--- src/rtl/clkdiv_pkg.sv ---
// Shared constants and helpers for the clock-divider bank.
package clkdiv_pkg;

  localparam int NUM_CH_DEF = 4;
  localparam int CNT_W_DEF  = 16;
  localparam int SEL_W      = 4;

  // Reset divide value for channel idx: 2, 4, 8, 16, ... (caller truncates to CNT_W).
  function automatic logic [31:0] rst_div(input int unsigned idx);
    return 32'd1 << (idx + 1);
  endfunction

endpackage

--- src/rtl/clkdiv_if.sv ---
// Divide-value load bus shared by all channels.
interface clkdiv_if
  import clkdiv_pkg::*;
#(
  parameter int CNT_W = CNT_W_DEF
);
  // Strobe-only bus: div_load is a one-cycle write qualifier with no ready;
  // the bank accepts (or silently drops, for an out-of-range div_sel) every strobe.
  logic             div_load;
  logic [SEL_W-1:0] div_sel;
  logic [CNT_W-1:0] div_val;

  modport master (output div_load, div_sel, div_val);
  modport slave  (input  div_load, div_sel, div_val);
endinterface

--- src/rtl/clkdiv_chan.sv ---
// One divider channel: active/shadow divide values, counter, and registered outputs.
module clkdiv_chan
  import clkdiv_pkg::*;
#(
  parameter int CNT_W = CNT_W_DEF,
  parameter int IDX   = 0
) (
  input  logic             clk,
  input  logic             reset,
  input  logic             en,
  input  logic             sync,
  input  logic             load,
  input  logic [CNT_W-1:0] val,
  output logic             clk_out,
  output logic             tick
);
  logic [CNT_W-1:0] d, s, cnt;
  logic             p;
  logic [CNT_W-1:0] d_nx, s_nx, cnt_nx, d_eff, d_nx_eff, val_n;
  logic             p_nx, tick_nx, clk_out_nx, wrap;

  localparam logic [CNT_W-1:0] RST_D = CNT_W'(rst_div(IDX));
  localparam logic [CNT_W-1:0] ONE   = CNT_W'(1);

  always_comb begin
    val_n  = (val == '0) ? ONE : val;
    d_eff  = (d == '0) ? ONE : d;
    wrap   = en && (cnt == d_eff - ONE);
    d_nx   = d;
    s_nx   = s;
    p_nx   = p;
    cnt_nx = cnt;
    tick_nx = 1'b0;
    if (sync) begin
      // Sync realigns everyone; a coinciding load goes straight to the active value.
      cnt_nx = '0;
      p_nx   = 1'b0;
      if (load)   d_nx = val_n;
      else if (p) d_nx = s;
    end else if (load && !en) begin
      d_nx   = val_n;
      cnt_nx = '0;
      p_nx   = 1'b0;
    end else if (en) begin
      tick_nx = wrap;
      if (wrap) begin
        cnt_nx = '0;
        // A load landing on the wrap edge is newer than any shadow value.
        if (load) begin
          d_nx = val_n;
          s_nx = val_n;
          p_nx = 1'b0;
        end else if (p) begin
          d_nx = s;
          p_nx = 1'b0;
        end
      end else begin
        cnt_nx = cnt + ONE;
        if (load) begin
          s_nx = val_n;
          p_nx = 1'b1;
        end
      end
    end
    d_nx_eff   = (d_nx == '0) ? ONE : d_nx;
    clk_out_nx = (cnt_nx >= (d_nx_eff >> 1));
  end

  always_ff @(posedge clk) begin
    if (reset) begin
      d       <= RST_D;
      s       <= RST_D;
      p       <= 1'b0;
      cnt     <= '0;
      clk_out <= 1'b0;
      tick    <= 1'b0;
    end else begin
      d       <= d_nx;
      s       <= s_nx;
      p       <= p_nx;
      cnt     <= cnt_nx;
      clk_out <= clk_out_nx;
      tick    <= tick_nx;
    end
  end

endmodule

--- src/rtl/clkdiv_bank.sv ---
// Bank of NUM_CH independent clock dividers sharing one load bus and a sync pulse.
module clkdiv_bank
  import clkdiv_pkg::*;
#(
  parameter int NUM_CH = NUM_CH_DEF,
  parameter int CNT_W  = CNT_W_DEF
) (
  input  logic              clk,
  input  logic              reset,
  input  logic [NUM_CH-1:0] en,
  input  logic              sync,
  clkdiv_if.slave           ld,
  output logic [NUM_CH-1:0] clk_out,
  output logic [NUM_CH-1:0] tick
);
  logic [NUM_CH-1:0] load_ch;

  for (genvar i = 0; i < NUM_CH; i++) begin : g_ch
    // Indices >= NUM_CH match no channel, so such loads are dropped.
    assign load_ch[i] = ld.div_load && (ld.div_sel == SEL_W'(i));

    clkdiv_chan #(.CNT_W(CNT_W), .IDX(i)) u_chan (
      .clk     (clk),
      .reset   (reset),
      .en      (en[i]),
      .sync    (sync),
      .load    (load_ch[i]),
      .val     (ld.div_val),
      .clk_out (clk_out[i]),
      .tick    (tick[i])
    );
  end

endmodule

--- src/flat_wrapper.sv ---
// flat-port wrapper written by rule: the top's interface ports become plain ports
module clkdiv_bank_flat import clkdiv_pkg::*;
#(
  parameter int NUM_CH = NUM_CH_DEF,
  parameter int CNT_W  = CNT_W_DEF
)
  (clk, reset, en, sync, clk_out, tick, ld_div_load, ld_div_sel, ld_div_val);
  clkdiv_if #(.CNT_W(CNT_W)) ld_i ();
  input  logic clk;
  input  logic reset;
  input  logic [NUM_CH-1:0] en;
  input  logic sync;
  output logic [NUM_CH-1:0] clk_out;
  output logic [NUM_CH-1:0] tick;
  input wire logic [$bits(ld_i.div_load)-1:0] ld_div_load;
  input wire logic [$bits(ld_i.div_sel)-1:0] ld_div_sel;
  input wire logic [$bits(ld_i.div_val)-1:0] ld_div_val;
  assign ld_i.div_load = ld_div_load;
  assign ld_i.div_sel = ld_div_sel;
  assign ld_i.div_val = ld_div_val;
  clkdiv_bank #(.NUM_CH(NUM_CH), .CNT_W(CNT_W)) u_core (.clk(clk), .reset(reset), .en(en), .sync(sync), .ld(ld_i), .clk_out(clk_out), .tick(tick));
endmodule
--- config.mk ---
export PLATFORM = sky130hd
export DESIGN_NAME = clkdiv_bank_flat
export DESIGN_NICKNAME = d
export VERILOG_FILES = /design/src/rtl/clkdiv_pkg.sv /design/src/rtl/clkdiv_if.sv /design/src/rtl/clkdiv_chan.sv /design/src/rtl/clkdiv_bank.sv /design/src/flat_wrapper.sv
export SDC_FILE = /design/constraint.sdc
export NUM_CORES = 1
export LEC_CHECK = 0
export CORE_UTILIZATION = 50
export CTS_CLUSTER_SIZE = 20
export DETAILED_ROUTE_END_ITERATION = 10
export PLACE_DENSITY_LB_ADDON = 0.3
export SLEW_MARGIN = 20
export SYNTH_ARGS = -nofsm -noshare
export SYNTH_HDL_FRONTEND = slang
export SYNTH_SLANG_ARGS = --single-unit
--- constraint.sdc ---
create_clock -name clk -period 12.55 [get_ports clk]
set_input_delay 3.1375 -clock clk [delete_from_list [all_inputs] [get_ports clk]]
set_output_delay 3.1375 -clock clk [all_outputs]
set_load 0.01 [all_outputs]
==> results of run 1 <==
[through the flow]
step,hold WS [ps],instance area [µm²],total power (µW)
5_1_grt,474.8,15450,1776
6_report,456.0,15450,1712
2_1_floorplan,432.0,14240,842.4
3_3_place_gp,441.9,14500,896.6
4_1_cts,454.2,15430,1721
3_5_place_dp,445.2,14500,899.6
[registers in the layout, indices dropped and copies added (netlist names)]
register / count
u_core.g_ch.u_chan.clk_out: 4
u_core.g_ch.u_chan.cnt: 64
u_core.g_ch.u_chan.d: 64
u_core.g_ch.u_chan.p: 4
u_core.g_ch.u_chan.s: 64
u_core.g_ch.u_chan.tick: 4
[cells by family (layout without fill, tap and decap cells)]
group           count (synthesis)  count (layout)  share of synthesized area
buf+inv                       192             135                    0.05791
flops                         204             204                     0.2868
xor+xnor                      114             114                    0.07012
simple gates                  766             766                     0.2668
mux                            45              45                    0.03207
compound gates                439             439                     0.2265
fa+ha+maj                      68              68                    0.05975
[critical path, cell delays in order]
cell             delay (ps)
clkdlybuf4s50_1         440
nor3b_1                 490
nor2b_1                 390
nand2b_1                350
nor2_1                  910
a211o_1                 520
o32ai_1                 200
nor2_1                  130
ha_1                    230
nand2b_1                140
a21o_1                  170
a21oi_1                 130
nor2b_1                  60
o211ai_1                170
a21oi_1                  90
o311ai_0                340
a31oi_1                 130
[cell usage in the layout, fill, tap and decap left out, types with 13 or more instances in the layout]
cell type        count
xnor2_1             52
or4_1               13
and3_1              27
a31oi_1             16
nor2b_1             33
nor3_1              28
clkdlybuf4s50_1     33
dfxtp_1            203
o22ai_1             15
a211oi_1            34
o21ai_0             47
or3_1               30
nand2b_1            29
a21oi_1            102
nor4_1              24
xor2_1              62
nand3_1             57
inv_1               41
a211o_1             16
nor2_1             263
buf_4               15
clkbuf_16           25
ha_1                68
a21o_1              18
nand2_1            164
o211ai_1            49
nand4_1             25
mux2i_1             43
a2111oi_0           13
o2111a_1            37
[layout make-up]
type	instances	area [µm²]
clock inverter	15	261.5
timing repair buffer	49	447.9
multi-input combinational	1432	9350
clock buffer	29	670.6
tap	378	473.0
fill	2651	12490
sequential	204	4085
inverter	42	157.7
[per-layer routing]
| metal | up-vias | wire [µm] |
|---|---|---|
| met5 | - | 0 |
| met4 | 0 | 796 |
| met3 | 70 | 2875 |
| met2 | 495 | 19610 |
| met1 | 6444 | 18220 |
| li1 | 6489 | - |
[report_power, final]
part | total [µW] | switching [µW] | internal [µW] | leakage, µW
sequential | 679 | 21.0 | 658 | 0.00165
combinational | 212 | 132 | 80.5 | 0.00349
clock | 821 | 296 | 525 | 0.000456
total | 1710 | 448 | 1260 | 0.00560
[path summary, 6_finish.rpt]
| check | from | depth (start not counted) | to | slack [ps] |
|---|---|---|---|---|
| worst min-delay path | u_core.g_ch[1].u_chan.s[3] | 2 | u_core.g_ch[1].u_chan.s[3] | 460 |
| worst max-delay path | ld_div_load | 17 | u_core.g_ch[0].u_chan.clk_out | 4910 |
| worst max register to register | u_core.g_ch[2].u_chan.d[12] | 20 | u_core.g_ch[2].u_chan.clk_out | 6190 |
| worst min register to register | u_core.g_ch[1].u_chan.s[3] | 2 | u_core.g_ch[1].u_chan.s[3] | 460 |
==> impl_metrics.py, run 1 <==
metrics = {
    "status": {
        "outcome": "complete, no violations",
    },
    "drt": {
        "via_per_inst": 6.281,
        "drcViolationCount": 0,
        "wl_per_cell_um": 19.31,
        "ant_nets": 0,
        "dr.pass1.iters": 6,
        "first_iter_violations": 1259,
        "vias": 13500,
        "routed_wl_mm": 41.50,
    },
    "synth": {
        "async_reset_ff_frac": 0,
        "synth_enable_flop_cells": 0,
        "syn_inst": 1828,
        "syn-num-nets": 1924,
        "synthTopCellsByCount": "263 x nor2_1, 204 x dfxtp_1, 164 x nand2_1",
        "synth.distinct_cells": 89,
        "yosys-top-cells-area": "dfxtp_1 29%, nor2_1 6.9%, ha_1 6.0%",
        "synth_top_area_frac": 0.2868,
        "synth.avg_cell_area_um2": 7.789,
        "ys_seq_area_frac": 0.2868,
        "yosysWarnings": 0,
        "ys_ff_latch": 204,
        "synth.cell_area_mm2": 0.01424,
        "synth_area_leader_cell": "dfxtp_1",
        "synth.most_common_cell": "nor2_1",
        "synth_top_flop_cell": "dfxtp_1",
    },
    "worst_setup_path": {
        "critical_path.max_fanout": 18,
        "end_kind": "flip-flop",
        "critical_path_required_ps": 12940,
        "startpoint_type": "input port",
        "worstPathArrival_ps": 8030,
        "worstSetupPathType": "input port to flip-flop",
    },
    "clock_network": {
        "numCtsBuffers": 24,
        "cts_buffer_depth": 3,
        "cts_max_level": 1,
        "post_cts_resized": 0,
        "post_cts_buffers": 0,
        "holdBufCountCts": 0,
        "cts-root-buf": "clkbuf_16",
        "cts_tree": "done",
        "path_clk_slew_ps": 60,
        "clock_sinks": 204,
        "clk_latency_ps": 530,
    },
    "floorplanning": {
        "rows": 61,
        "core_mm2": 0.02793,
        "die_width_um": 170.8,
        "dieArea_mm2": 0.02916,
        "die_h_um": 170.8,
        "start_util": 0.5097,
        "io_pins": 36,
    },
    "final_layout": {
        "antenna_cells": 0,
        "utilization": 0.5529,
        "fin_nets": 1849,
        "area_growth_pct": 8.480,
        "layout-drive-gt1-share": 0.06042,
        "stdcell_count": 2149,
    },
    "placed_design": {
        "pre_cts_slack_ps": 4327,
        "gp_congestion": 0.9409,
        "io_buffers": 35,
        "place_inst": 2105,
        "hpwl_mm": 29.70,
    },
    "timing": {
        "period_minus_slack_ps": 7635,
        "rsz0062_at_grt": "no",
        "report.final.hold_viol_count": 0,
        "fin_crit_sh": 0.6084,
        "fmax_ghz": 0.1310,
        "fin_ws_ps": 4915,
        "relSlewSlack": 0.2869,
        "final.setup.tns_ps": 0,
        "clock_skew_ps": 10.72,
        "tightest_slew_ps": 1066,
        "slew_violations": 0,
        "setup_violations": 0,
    },
    "global_route": {
        "grt.met1_usage": 0.3766,
        "top_usage_layer": "met2",
        "grt_pass1_vias": 12670,
        "grt_max_degree": 54,
        "antenna_found_initial": 0,
        "grtUsageMet3": 0.04650,
        "grt_pass1_wl_mm": 66.53,
        "track_usage": 0.2843,
        "met2_usage": 0.4751,
        "overflow": 0,
    },
    "min_path": {
        "hp-class": "flip-flop to flip-flop",
    },
    "pwr": {
        "irDropWorstVdd_uv": 98.94,
        "power_leakage_uw": 0.005598,
        "powerDensity_mw_per_mm2": 110.8,
    },
    "job": {
        "drv_cap": 0,
    },
}
(Power assumes the default switching activity.)
==> inputs of run 2 (changes only) <==
Clock period 12.55 ns to 7.1 ns, I/O delays scaled along.
==> run 2 against run 1 <==
Final cell count is 0.60% higher; sequential power is 77% higher; clock skew is 2.9 ps higher; register-to-register slack worse by 5100 ps; die area stayed put; global-route usage is 0.38 points lower; wire length hardly changed; non-clock buffer count is 15 higher; first-iteration DRC count is 12% higher; critical endpoint is now u_core.g_ch[3].u_chan.clk_out.
==> impl_metrics.py, run 2 (same netlist as run 1, synthesis figures left out) <==
metrics = {
    "worst_setup_path": {
        "crit_path_cell_trace": "nor4_1, and4b_1, a21oi_1, ha_1, nor3b_1, o311ai_0, a221oi_1, o211ai_1, a211oi_1, a211o_1, o22ai_1, nor2_1, ha_1, nand2b_1, a21o_1, a21o_1, a21oi_1, o21ai_0, a221o_1, a21oi_1, o22ai_1",
        "startpoint_type": "flip-flop",
        "worstPathArrival_ps": 6400,
        "slowest_stage": "nor3b_1",
        "critical_path_required_ps": 7460,
        "critical_path.max_fanout": 18,
        "critPathMaxStageDelay_ps": 620,
        "crit_top_cell": "a21oi_1",
        "worstSetupPathType": "flip-flop to flip-flop",
        "end_kind": "flip-flop",
    },
    "placed_design": {
        "placed_area_mm2": 0.01461,
        "gp_congestion": 0.9191,
        "io_buffers": 35,
        "place_inst": 2120,
        "hpwl_mm": 30.51,
    },
    "clock_network": {
        "cts_max_level": 1,
        "clk_latency_ps": 530,
        "path_clk_slew_ps": 60,
        "cts-root-buf": "clkbuf_16",
        "holdBufCountCts": 0,
        "numCtsBuffers": 25,
        "cts_tree": "done",
        "post_cts_resized": 0,
        "post_cts_buffers": 0,
        "clock_sinks": 204,
        "cts_buffer_depth": 3,
    },
    "drt": {
        "routed_wl_mm": 41.47,
        "first_iter_violations": 1407,
        "vias": 13560,
        "drcViolationCount": 0,
        "ant_nets": 0,
        "via_per_inst": 6.270,
        "dr.pass1.iters": 6,
        "wl_per_cell_um": 19.18,
    },
    "timing": {
        "rsz0062_at_grt": "no",
        "report.final.hold_viol_count": 0,
        "final.setup.tns_ps": 0,
        "relSlewSlack": 0.2622,
        "clock_skew_ps": 13.64,
        "period_minus_slack_ps": 6039,
        "fin_crit_sh": 0.8505,
        "slew_violations": 0,
        "tightest_slew_ps": 1097,
        "setup_violations": 0,
        "fmax_ghz": 0.1656,
    },
    "final_layout": {
        "n_fill_cell": 2665,
        "area_growth_pct": 8.541,
        "stdcell_count": 2162,
        "final_area_mm2": 0.01545,
        "layout-drive-gt1-share": 0.06390,
        "layout_common_cells": "263 x nor2_1, 204 x dfxtp_1, 164 x nand2_1, 102 x a21oi_1, 68 x ha_1",
        "antenna_cells": 0,
        "multiInputGateArea_mm2": 0.009341,
        "utilization": 0.5533,
        "reg_top3": "u_core.g_ch.u_chan.cnt: 64 flops, u_core.g_ch.u_chan.d: 64 flops, u_core.g_ch.u_chan.s: 64 flops",
        "final_common_cell": "nor2_1",
        "fin_nets": 1865,
        "register_area_mm2": 0.004084,
    },
    "pwr": {
        "power_leakage_uw": 0.005627,
        "irDropWorstVdd_uv": 155.9,
        "powerDensity_mw_per_mm2": 188.0,
    },
    "global_route": {
        "grt_pass1_wl_mm": 65.93,
        "grt_max_degree": 66,
        "antenna_found_initial": 1,
        "overflow": 0,
        "grt_pass1_vias": 12580,
        "track_usage": 0.2806,
    },
    "status": {
        "outcome": "complete, no violations",
    },
    "floorplanning": {
        "die_width_um": 170.8,
        "die_h_um": 170.8,
        "start_util": 0.5097,
        "io_pins": 36,
        "dieArea_mm2": 0.02916,
        "core_mm2": 0.02793,
        "rows": 61,
    },
    "min_path": {
        "hp-class": "flip-flop to flip-flop",
    },
    "job": {
        "drv_cap": 0,
    },
}
==> run 2: changes by cell type in the layout (fill, tap and decap cells not counted), sizes merged <==
cell / previous run / this run
inv: 42 / 41
bufinv: 7 / 4
buf: 16 / 31
clkbuf: 29 / 32
clkinvlp: 2 / 1
==> run 2: cell type report <==
class                           instances  share of cell area
Multi-Input combinational cell       1432              0.6044
Sequential cell                       204              0.2642
Clock buffer                           32             0.04412
Timing Repair Buffer                   64             0.03627
Tap cell                              378             0.03060
Inverter                               42             0.01020
Clock inverter                         10             0.01012
==> run 2: path summary, 6_finish.rpt <==
kind / end / cells after the start / slack (ps) / from
setup / recovery: u_core.g_ch[3].u_chan.clk_out / 21 / 1060 / u_core.g_ch[3].u_chan.d[5]
hold / removal: u_core.g_ch[1].u_chan.s[15] / 2 / 450 / u_core.g_ch[1].u_chan.s[15]
setup reg to reg: u_core.g_ch[3].u_chan.clk_out / 21 / 1060 / u_core.g_ch[3].u_chan.d[5]
hold reg to reg: u_core.g_ch[1].u_chan.s[15] / 2 / 450 / u_core.g_ch[1].u_chan.s[15]
==> run 2: critical path: cells and delay by family (launching register included) <==
kind,cells,cell delay [ps]
compound gates,14,3390
fa+ha+maj,2,520
flops,1,580
simple gates,5,1380
==> run 2: stage by stage <==
stage / hold slack [ps] / power [µW] / setup slack [ps]
after floorplan: 432.0 / 1489 / 1829
after global placement: 441.9 / 1592 / 1021
after detailed placement: 446.4 / 1596 / 837.0
after CTS: 454.2 / 2911 / 1235
after global routing: 474.0 / 3001 / 637.7
final: 452.4 / 2906 / 1061
==> run 2: routing by layer <==
| metal | track usage | part of all wire |
|---|---|---|
| met5 | 0 | 0 |
| met2 | 0.4665 | 0.46 |
| met1 | 0.3741 | 0.45 |
| met3 | 0.04187 | 0.064 |
| met4 | 0.08108 | 0.028 |
==> run 2: power by group <==
group	internal [µW]	switching, µW
registers	1160	37.5
logic	147	234
clock network	817	506
total	2130	778
